$ cat config.mk
export PLATFORM = sky130hd
export DESIGN_NAME = oam_dma
export DESIGN_NICKNAME = d
export VERILOG_FILES = /design/src/rtl/oam_dma.sv
export SDC_FILE = /design/constraint.sdc
export NUM_CORES = 1
export LEC_CHECK = 0
export CORE_UTILIZATION = 30
export CTS_BUF_LIST = sky130_fd_sc_hd__clkbuf_4 sky130_fd_sc_hd__clkbuf_8
export DETAILED_ROUTE_END_ITERATION = 8
export PLACE_DENSITY = 0.63
export SLEW_MARGIN = 20
export SYNTH_ARGS = -nofsm -noshare
export SYNTH_HDL_FRONTEND = slang
export SYNTH_SLANG_ARGS = --single-unit
$ cat constraint.sdc
create_clock -name I_clock -period 2 [get_ports I_clock]
set_input_delay 0.4 -clock I_clock [delete_from_list [all_inputs] [get_ports I_clock]]
set_output_delay 0.4 -clock I_clock [all_outputs]
set_load 0.05 [all_outputs]
$ cat src/rtl/oam_dma.sv
// Sprite-memory DMA: a write to the trigger register halts the core and copies
// one 256-byte CPU page into the OAM data port, one read and one write per byte.
module oam_dma #(
   parameter logic [15:0] P_reg_addr = 16'h4014,
   parameter logic [15:0] P_dst_addr = 16'h2004
) (
   input  logic        I_clock,
   input  logic        I_reset,
   input  logic        I_phy2,
   input  logic [15:0] I_cpu_addr,
   input  logic        I_cpu_rdwr,
   input  logic [7:0]  I_cpu_wr_data,
   output logic        O_cpu_ready,
   output logic        O_bus_own,
   output logic [15:0] O_bus_addr,
   output logic        O_bus_rdwr,
   output logic [7:0]  O_bus_wr_data,
   input  logic [7:0]  I_bus_rd_data,
   output logic        O_busy
);

   typedef enum logic [2:0] {
      S_IDLE,
      S_HALT,
      S_ALIGN,
      S_READ,
      S_WRITE
   } state_t;

   typedef struct packed {
      logic [15:0] addr;
      logic        rdwr;
      logic [7:0]  wr_data;
   } bus_req_t;

   localparam bus_req_t C_BUS_IDLE = '{addr: 16'h0000, rdwr: 1'b1, wr_data: 8'h00};

   state_t   state, state_nxt;
   logic     R_parity;
   logic [7:0] R_page, R_index, R_data;
   logic [7:0] page_nxt, index_nxt, data_nxt;
   logic     ready_nxt, own_nxt, busy_nxt;
   bus_req_t req_nxt, req_q;
   logic     trig;

   assign trig = I_phy2 & ~I_cpu_rdwr & (I_cpu_addr == P_reg_addr);

   // State, datapath and output registers; nothing moves without a strobe
   // except the outputs, which only ever follow a strobe-driven transition.
   always_ff @(posedge I_clock or posedge I_reset) begin
      if (I_reset) begin
         state       <= S_IDLE;
         R_parity    <= 1'b0;
         R_page      <= 8'h00;
         R_index     <= 8'h00;
         R_data      <= 8'h00;
         O_cpu_ready <= 1'b1;
         O_bus_own   <= 1'b0;
         O_busy      <= 1'b0;
         req_q       <= C_BUS_IDLE;
      end else begin
         state       <= state_nxt;
         if (I_phy2)
            R_parity <= ~R_parity;
         R_page      <= page_nxt;
         R_index     <= index_nxt;
         R_data      <= data_nxt;
         O_cpu_ready <= ready_nxt;
         O_bus_own   <= own_nxt;
         O_busy      <= busy_nxt;
         req_q       <= req_nxt;
      end
   end

   always_comb begin
      state_nxt = state;
      page_nxt  = R_page;
      index_nxt = R_index;
      data_nxt  = R_data;
      if (I_phy2) begin
         case (state)
            S_IDLE: begin
               if (trig) begin
                  page_nxt  = I_cpu_wr_data;
                  index_nxt = 8'h00;
                  state_nxt = S_HALT;
               end
            end
            // R_parity is the parity of the cycle now ending; the first read
            // must land on a get (parity 0) cycle.
            S_HALT:  state_nxt = R_parity ? S_READ : S_ALIGN;
            S_ALIGN: state_nxt = S_READ;
            S_READ: begin
               data_nxt  = I_bus_rd_data;
               state_nxt = S_WRITE;
            end
            S_WRITE: begin
               index_nxt = R_index + 8'h01;
               state_nxt = (R_index == 8'hFF) ? S_IDLE : S_READ;
            end
            default: state_nxt = S_IDLE;
         endcase
      end
   end

   // Outputs are decoded from the next state so they register in step with it.
   always_comb begin
      ready_nxt = (state_nxt == S_IDLE);
      busy_nxt  = (state_nxt != S_IDLE);
      own_nxt   = 1'b0;
      req_nxt   = C_BUS_IDLE;
      case (state_nxt)
         S_READ: begin
            own_nxt      = 1'b1;
            req_nxt.addr = {page_nxt, index_nxt};
            req_nxt.rdwr = 1'b1;
         end
         S_WRITE: begin
            own_nxt         = 1'b1;
            req_nxt.addr    = P_dst_addr;
            req_nxt.rdwr    = 1'b0;
            req_nxt.wr_data = data_nxt;
         end
         default: ;
      endcase
   end

   assign O_bus_addr    = req_q.addr;
   assign O_bus_rdwr    = req_q.rdwr;
   assign O_bus_wr_data = req_q.wr_data;

endmodule

==> flow_metrics.tcl, run 1 <==
set metrics [dict create \
    dp_cells 352 \
    p_leak_nw 1.47 \
    grt_pass1_wl_um 7840 \
    numPortBuffers 63 \
    arrival_ns 2.10 \
    relSlewSlack 0.632 \
    setup_viol 0 \
    path_class "primary input to flip-flop" \
    path_buf_inv 2 \
    critPathCaptureType "flip-flop" \
    post-route-period-util 0.951 \
    die_h_um 91.3 \
    post_cts_buffers 0 \
    grt_use_total 0.120 \
    worst_slew_pin_slew_ns 0.545 \
    slew_violations 0 \
    layout_commonest_cell "clkdlybuf4s50_1" \
    hp-class "primary input to async pin" \
    grt_setup_unrepaired "no" \
    fmax_ghz 0.526 \
    die_area_um2 8340 \
    io_pins 64 \
    finalNetCount 295 \
    avgRoutedWirePerCell_um 12.7 \
    pre_cts_slack_ns -0.288 \
    core_area_um2 7730 \
    worst_slack_ns 0.0971 \
    peakVddDrop_uv 342 \
    reg2regPathDepth 7 \
    crit_required_ns 2.20 \
    ys_ff_latch 56 \
    die_w_um 91.3 \
    vias 1628 \
    synthToLayoutAreaGrowth_pct 40.6 \
    crit_slowest_cell "clkdlybuf4s50_1" \
    run_status "completed" \
    synth_cell_types 45 \
    cts_sinks 56 \
    rows 32 \
    antenna_found_initial 0 \
    cts_tree "yes" \
    dr.first_iter.drc_count 38 \
    grt_max_degree 28 \
    rr_startpoint "R_index[0]$_DFF_PP0_" \
    wl_um 4570 \
    dp_hpwl_um 3380 \
    insertion_delay_ns 0.30 \
    synth-seq-area-share 0.587 \
    antenna_left 0 \
    p_total_mw 3.67 \
    place_congestion 0.732 \
    timing.hold.ws_ns 0.397 \
    gr-total-overflow 0 \
    async_flop_share 1.00 \
    p_per_area_nw_per_um2 1090 \
    worst-r2r-setup-slack_ns 0.14 \
    synth.avg_cell_area_um2 13.5 \
    viasPerCell 4.52 \
    htree_levels 2 \
    path_delay_family "simple AND/OR/NAND/NOR gates" \
    syn_inst 177 \
    drv_cap 0 \
    root_buffer "clkbuf_8" \
    clkTransAtPathRegs_ns 0.09 \
    layout.cells.non_filler 360 \
    ys_warn_count 0 \
    startpoint_type "primary input" \
    synthFlopType "dfrtp_1" \
    r2r-end "O_bus_wr_data[4]$_DFF_PP0_" \
    first_global_vias 1699 \
    diodes 0 \
    hold_violations 0 \
    crit_chain "clkdlybuf4s50_1, nor4bb_2, and4b_2, nand3_4, buf_12, mux2_2, and2_1" \
    cts_buffers 5 \
    clk_path_buf_depth 2 \
    finalCriticalPeriod_ns 1.90 \
    final.setup_skew_ns 0.00617 \
    remaining_drc_errors 0 \
    synth_nets 214 \
    max_stage_delay_ns 0.45 \
    firstDrtPassIters 4 \
    critical_path_peak_fanout 11 \
    drive_gt1_frac 0.283 \
    synthesis.area_um2 2390 \
    synth_edf_count 0 \
    layout_common_cells "clkdlybuf4s50_1, dfrtp_1, buf_4" \
    start_util 0.310 \
]
==> flip-flops by register name, summed over array words and instances, names as in the netlist <==
signal	cells
O_bus_addr	16
O_bus_wr_data	8
R_data	8
R_index	8
R_page	8
state	3
O_bus_own	1
O_bus_rdwr	1
O_busy	1
O_cpu_ready	1
R_parity	1
==> logic make-up (layout without fill, tap and decap cells) <==
logic type	Yosys count	after routing	synth area share
simple gates	69	69	0.195
fa+ha+maj	1	1	0.00523
compound gates	15	16	0.0654
flops	56	56	0.587
mux	18	18	0.0836
xor+xnor	6	6	0.0220
buf+inv	12	92	0.0423
==> worst max-delay path by stage <==
stage	startpoint	endpoint	slack (ns)	cells after the start
6_report	I_cpu_addr[4]	O_bus_addr[8]$_DFF_PP0_	0.1	7
3_3_place_gp	I_phy2	O_bus_addr[7]$_DFF_PP0_	-0.25	6
5_1_grt	R_index[0]$_DFF_PP0_	O_bus_wr_data[5]$_DFF_PP0_	0.01	7
3_5_place_dp	I_phy2	O_bus_addr[12]$_DFF_PP0_	-0.29	6
2_1_floorplan	I_reset	O_bus_addr[0]$_DFF_PP0_	0.23	1
4_1_cts	I_phy2	O_bus_addr[12]$_DFF_PP0_	0.04	6
==> repair_timing <==
item,CTS,global route
endpoints found under the hold margin,0,0
resized for setup,0,6
setup endpoints to repair,0,18
hold buffers,0,0
==> report_power, final <==
part / total [mW] / switching (mW) / leakage [nW] / internal [mW]
clock network: 0.578 / 0.340 / 0.0400 / 0.238
logic: 1.55 / 0.844 / 0.700 / 0.708
registers: 1.54 / 0.162 / 0.731 / 1.38
total: 3.67 / 1.35 / 1.47 / 2.33
==> per-stage QoR <==
step	setup TNS (ns)	area [um^2]	util
2_1_floorplan	0	2390	-
3_3_place_gp	-6.63	3230	0.419
3_5_place_dp	-7.47	3230	0.419
4_1_cts	0	3320	0.429
5_1_grt	0	3370	0.436
6_report	0	3370	0.436
==> layer usage <==
metal  share of wire  vias up  GRT usage
met1            0.43      779      0.147
met4           0.018        0     0.0489
met5               0        -          0
met3           0.056        7     0.0360
met2            0.49       56      0.198
li1                -      786          -
==> final cells by class <==
type	count	area (um^2)
fill	701	4360
sequential	56	1400
multi-input combinational	110	936
timing repair buffer	82	806
tap	102	128
clock buffer	5	68.8
clock inverter	2	12.5
inverter	3	11.3
==> cells in the mapped netlist (2+ instances only) <==
| library cell | instances | share of area |
|---|---|---|
| and2_1 | 10 | 0.026 |
| and4b_2 | 2 | 0.0094 |
| buf_2 | 2 | 0.0042 |
| buf_6 | 4 | 0.019 |
| clkbuf_8 | 2 | 0.012 |
| dfrtp_1 | 54 | 0.56 |
| dfstp_2 | 2 | 0.022 |
| inv_1 | 3 | 0.0047 |
| mux2_2 | 16 | 0.075 |
| mux2i_1 | 2 | 0.0084 |
| nand2_1 | 4 | 0.0063 |
| nand3_1 | 4 | 0.0084 |
| nand4_1 | 5 | 0.013 |
| nor2_1 | 11 | 0.017 |
| nor3_1 | 2 | 0.0042 |
| nor3_2 | 6 | 0.025 |
| nor3b_1 | 11 | 0.035 |
| nor4_1 | 2 | 0.0052 |
| nor4bb_1 | 2 | 0.0084 |
| o21ai_0 | 2 | 0.0042 |
| o21ai_4 | 2 | 0.014 |
| o2bb2ai_1 | 2 | 0.0073 |
| xor2_1 | 5 | 0.018 |
No activity file was read; power rests on OpenSTA's default activity.
==> run 2, diff against run 1 <==
--- a/config.mk
+++ b/config.mk
@@ -5,10 +5,11 @@
 export SDC_FILE = /design/constraint.sdc
 export NUM_CORES = 1
 export LEC_CHECK = 0
-export CORE_UTILIZATION = 30
+export CORE_UTILIZATION = 50
 export CTS_BUF_LIST = sky130_fd_sc_hd__clkbuf_4 sky130_fd_sc_hd__clkbuf_8
 export DETAILED_ROUTE_END_ITERATION = 8
-export PLACE_DENSITY = 0.63
+export PLACE_DENSITY = 0.91
+export SKIP_CTS_REPAIR_TIMING = 1
 export SLEW_MARGIN = 20
 export SYNTH_ARGS = -nofsm -noshare
 export SYNTH_HDL_FRONTEND = slang
==> run 2 against run 1 <==
Net effect:
- the run now ends with design-rule violations left
- non-clock buffer count is 4 lower
- combinational power is 4% higher
- utilization is 30 points higher
- maximum frequency is 1.3% lower
- cell area is 2.5% lower
- worst setup slack worse by 0.026 ns
- wire length is 0.48% higher
- total power is 2.5% higher
- worst hold slack better by 0.0083 ns
- die area is 39% lower
- critical path type unchanged
- highest routed layer unchanged
==> flow_metrics.tcl, run 2 (same netlist as run 1, synthesis figures left out) <==
set metrics [dict create \
    dp_cells 297 \
    antenna_left 0 \
    reg2regPathDepth 5 \
    relSlewSlack 0.660 \
    grt_use_total 0.188 \
    first_global_vias 1659 \
    peakVddDrop_uv 618 \
    grt_pass1_wl_um 7390 \
    finalNetCount 291 \
    wl_um 4590 \
    largest_reg_flops 16 \
    cts_tree "yes" \
    hp-class "primary input to flip-flop" \
    crit_slowest_cell "clkdlybuf4s50_1" \
    path_class "primary input to flip-flop" \
    final.setup_skew_ns 0.0121 \
    violations "design-rule violations" \
    rows 24 \
    dr.first_iter.drc_count 117 \
    grt_max_degree 57 \
    worst_slew_pin_slew_ns 0.508 \
    rr_startpoint "state[0]$_DFF_PP0_" \
    clkTransAtPathRegs_ns 0.10 \
    hold_violations 0 \
    p_per_area_nw_per_um2 1150 \
    remaining_drc_errors 6 \
    finalCriticalPeriod_ns 1.93 \
    cts_buffers 5 \
    drive_gt1_frac 0.275 \
    post-route-util 0.733 \
    start_util 0.535 \
    htree_levels 2 \
    vias 1650 \
    die_w_um 71.2 \
    place_congestion 0.791 \
    die_h_um 71.2 \
    run_status "finished, violations left" \
    layout_common_cells "clkdlybuf4s50_1, dfrtp_1, mux2_2" \
    synthToLayoutAreaGrowth_pct 37.1 \
    holdCritStartpoint "I_phy2" \
    cts_sinks 56 \
    post-route-period-util 0.964 \
    crit_chain "clkdlybuf4s50_1, nor4bb_1, and4b_2, nand3_4, buf_12, mux2_2, and2_1" \
    worst-r2r-setup-slack_ns 0.12 \
    startpoint_type "primary input" \
    timing.hold.ws_ns 0.405 \
    critical_path_peak_fanout 11 \
    gr-total-overflow 0 \
    dp_hpwl_um 3190 \
    firstDrtPassIters 8 \
    p_leak_nw 1.45 \
    viasPerCell 5.37 \
    layout_commonest_cell "clkdlybuf4s50_1" \
    diodes 0 \
    die_area_um2 5070 \
    core_area_um2 4470 \
    io_pins 64 \
    insertion_delay_ns 0.31 \
    numPortBuffers 63 \
    avgRoutedWirePerCell_um 15.0 \
    setup_viol 0 \
    root_buffer "clkbuf_8" \
    min_to "R_parity$_DFFE_PP0P_" \
    hold-path-cell-count 2 \
    arrival_ns 2.14 \
    critPathCaptureType "flip-flop" \
    max_stage_delay_ns 0.44 \
    clk_path_buf_depth 2 \
    drv_cap 0 \
    p_total_mw 3.76 \
    layout.cells.non_filler 307 \
    fmax_ghz 0.518 \
    r2r-end "O_bus_addr[4]$_DFF_PP0_" \
    crit_required_ns 2.21 \
    antenna_found_initial 0 \
    slew_violations 0 \
]
==> run 2: area by class of cell <==
| type | instances | area, um^2 |
|---|---|---|
| clock buffers | 5 | 68.8 |
| clock inverters | 3 | 21.3 |
| fillers | 296 | 1190 |
| inverters | 3 | 11.3 |
| multi-input cells | 110 | 945 |
| flip-flops and latches | 56 | 1400 |
| well taps | 52 | 65.1 |
| repair buffers | 78 | 766 |
==> run 2: per-layer routing <==
metal | routed length [um] | track usage | vias up
li1 | - | - | 779
met1 | 1990 | 0.239 | 807
met2 | 2250 | 0.309 | 57
met3 | 278 | 0.0527 | 7
met4 | 74 | 0.0711 | 0
met5 | 0 | 0 | -
==> run 2: how the worst max path moves through the flow <==
stage	from	to	slack (ns)	cells past startpoint
2_1_floorplan	I_reset	O_bus_addr[0]$_DFF_PP0_	0.23	1
3_3_place_gp	I_phy2	O_bus_addr[7]$_DFF_PP0_	-0.22	6
3_5_place_dp	I_cpu_addr[4]	O_bus_addr[12]$_DFF_PP0_	-0.27	7
4_1_cts	I_phy2	O_bus_addr[12]$_DFF_PP0_	0.06	6
5_1_grt	I_cpu_addr[11]	O_bus_addr[12]$_DFF_PP0_	-0.009	7
6_report	I_cpu_addr[4]	O_bus_addr[12]$_DFF_PP0_	0.07	7
==> run 2: critical path, delay by kind of cell <==
kind / cells / cell delay (ns)
buffers and inverters: 2 / 0.62
and+or+nand+nor: 4 / 0.84
muxes: 1 / 0.27
==> run 2: through the flow <==
step / setup slack [ns] / TNS, ns / area, um^2
after detailed placement: -0.274 / -7.02 / 3120
after global placement: -0.223 / -5.07 / 3120
after floorplan: 0.232 / 0 / 2390
after CTS: 0.0605 / 0 / 3210
final: 0.0712 / 0 / 3280
after global routing: -0.00866 / -0.0190 / 3280
==> run 2: power by group <==
part	total, mW	internal [mW]	leakage, nW	switching (mW)
clock	0.614	0.249	0.0445	0.365
sequential	1.54	1.38	0.731	0.163
combinational	1.61	0.719	0.676	0.888
total	3.76	2.35	1.45	1.42
==> run 3, diff against run 2 <==
--- a/config.mk
+++ b/config.mk
@@ -5,12 +5,14 @@
 export SDC_FILE = /design/constraint.sdc
 export NUM_CORES = 1
 export LEC_CHECK = 0
+export CAP_MARGIN = 20
 export CORE_UTILIZATION = 50
 export CTS_BUF_LIST = sky130_fd_sc_hd__clkbuf_4 sky130_fd_sc_hd__clkbuf_8
 export DETAILED_ROUTE_END_ITERATION = 8
+export GPL_ROUTABILITY_DRIVEN = 1
 export PLACE_DENSITY = 0.91
 export SKIP_CTS_REPAIR_TIMING = 1
-export SLEW_MARGIN = 20
+export SLEW_MARGIN = 5
 export SYNTH_ARGS = -nofsm -noshare
 export SYNTH_HDL_FRONTEND = slang
 export SYNTH_SLANG_ARGS = --single-unit
==> results of run 3 <==
No change in the layout: final DEF, timing and power equal those of run 2.
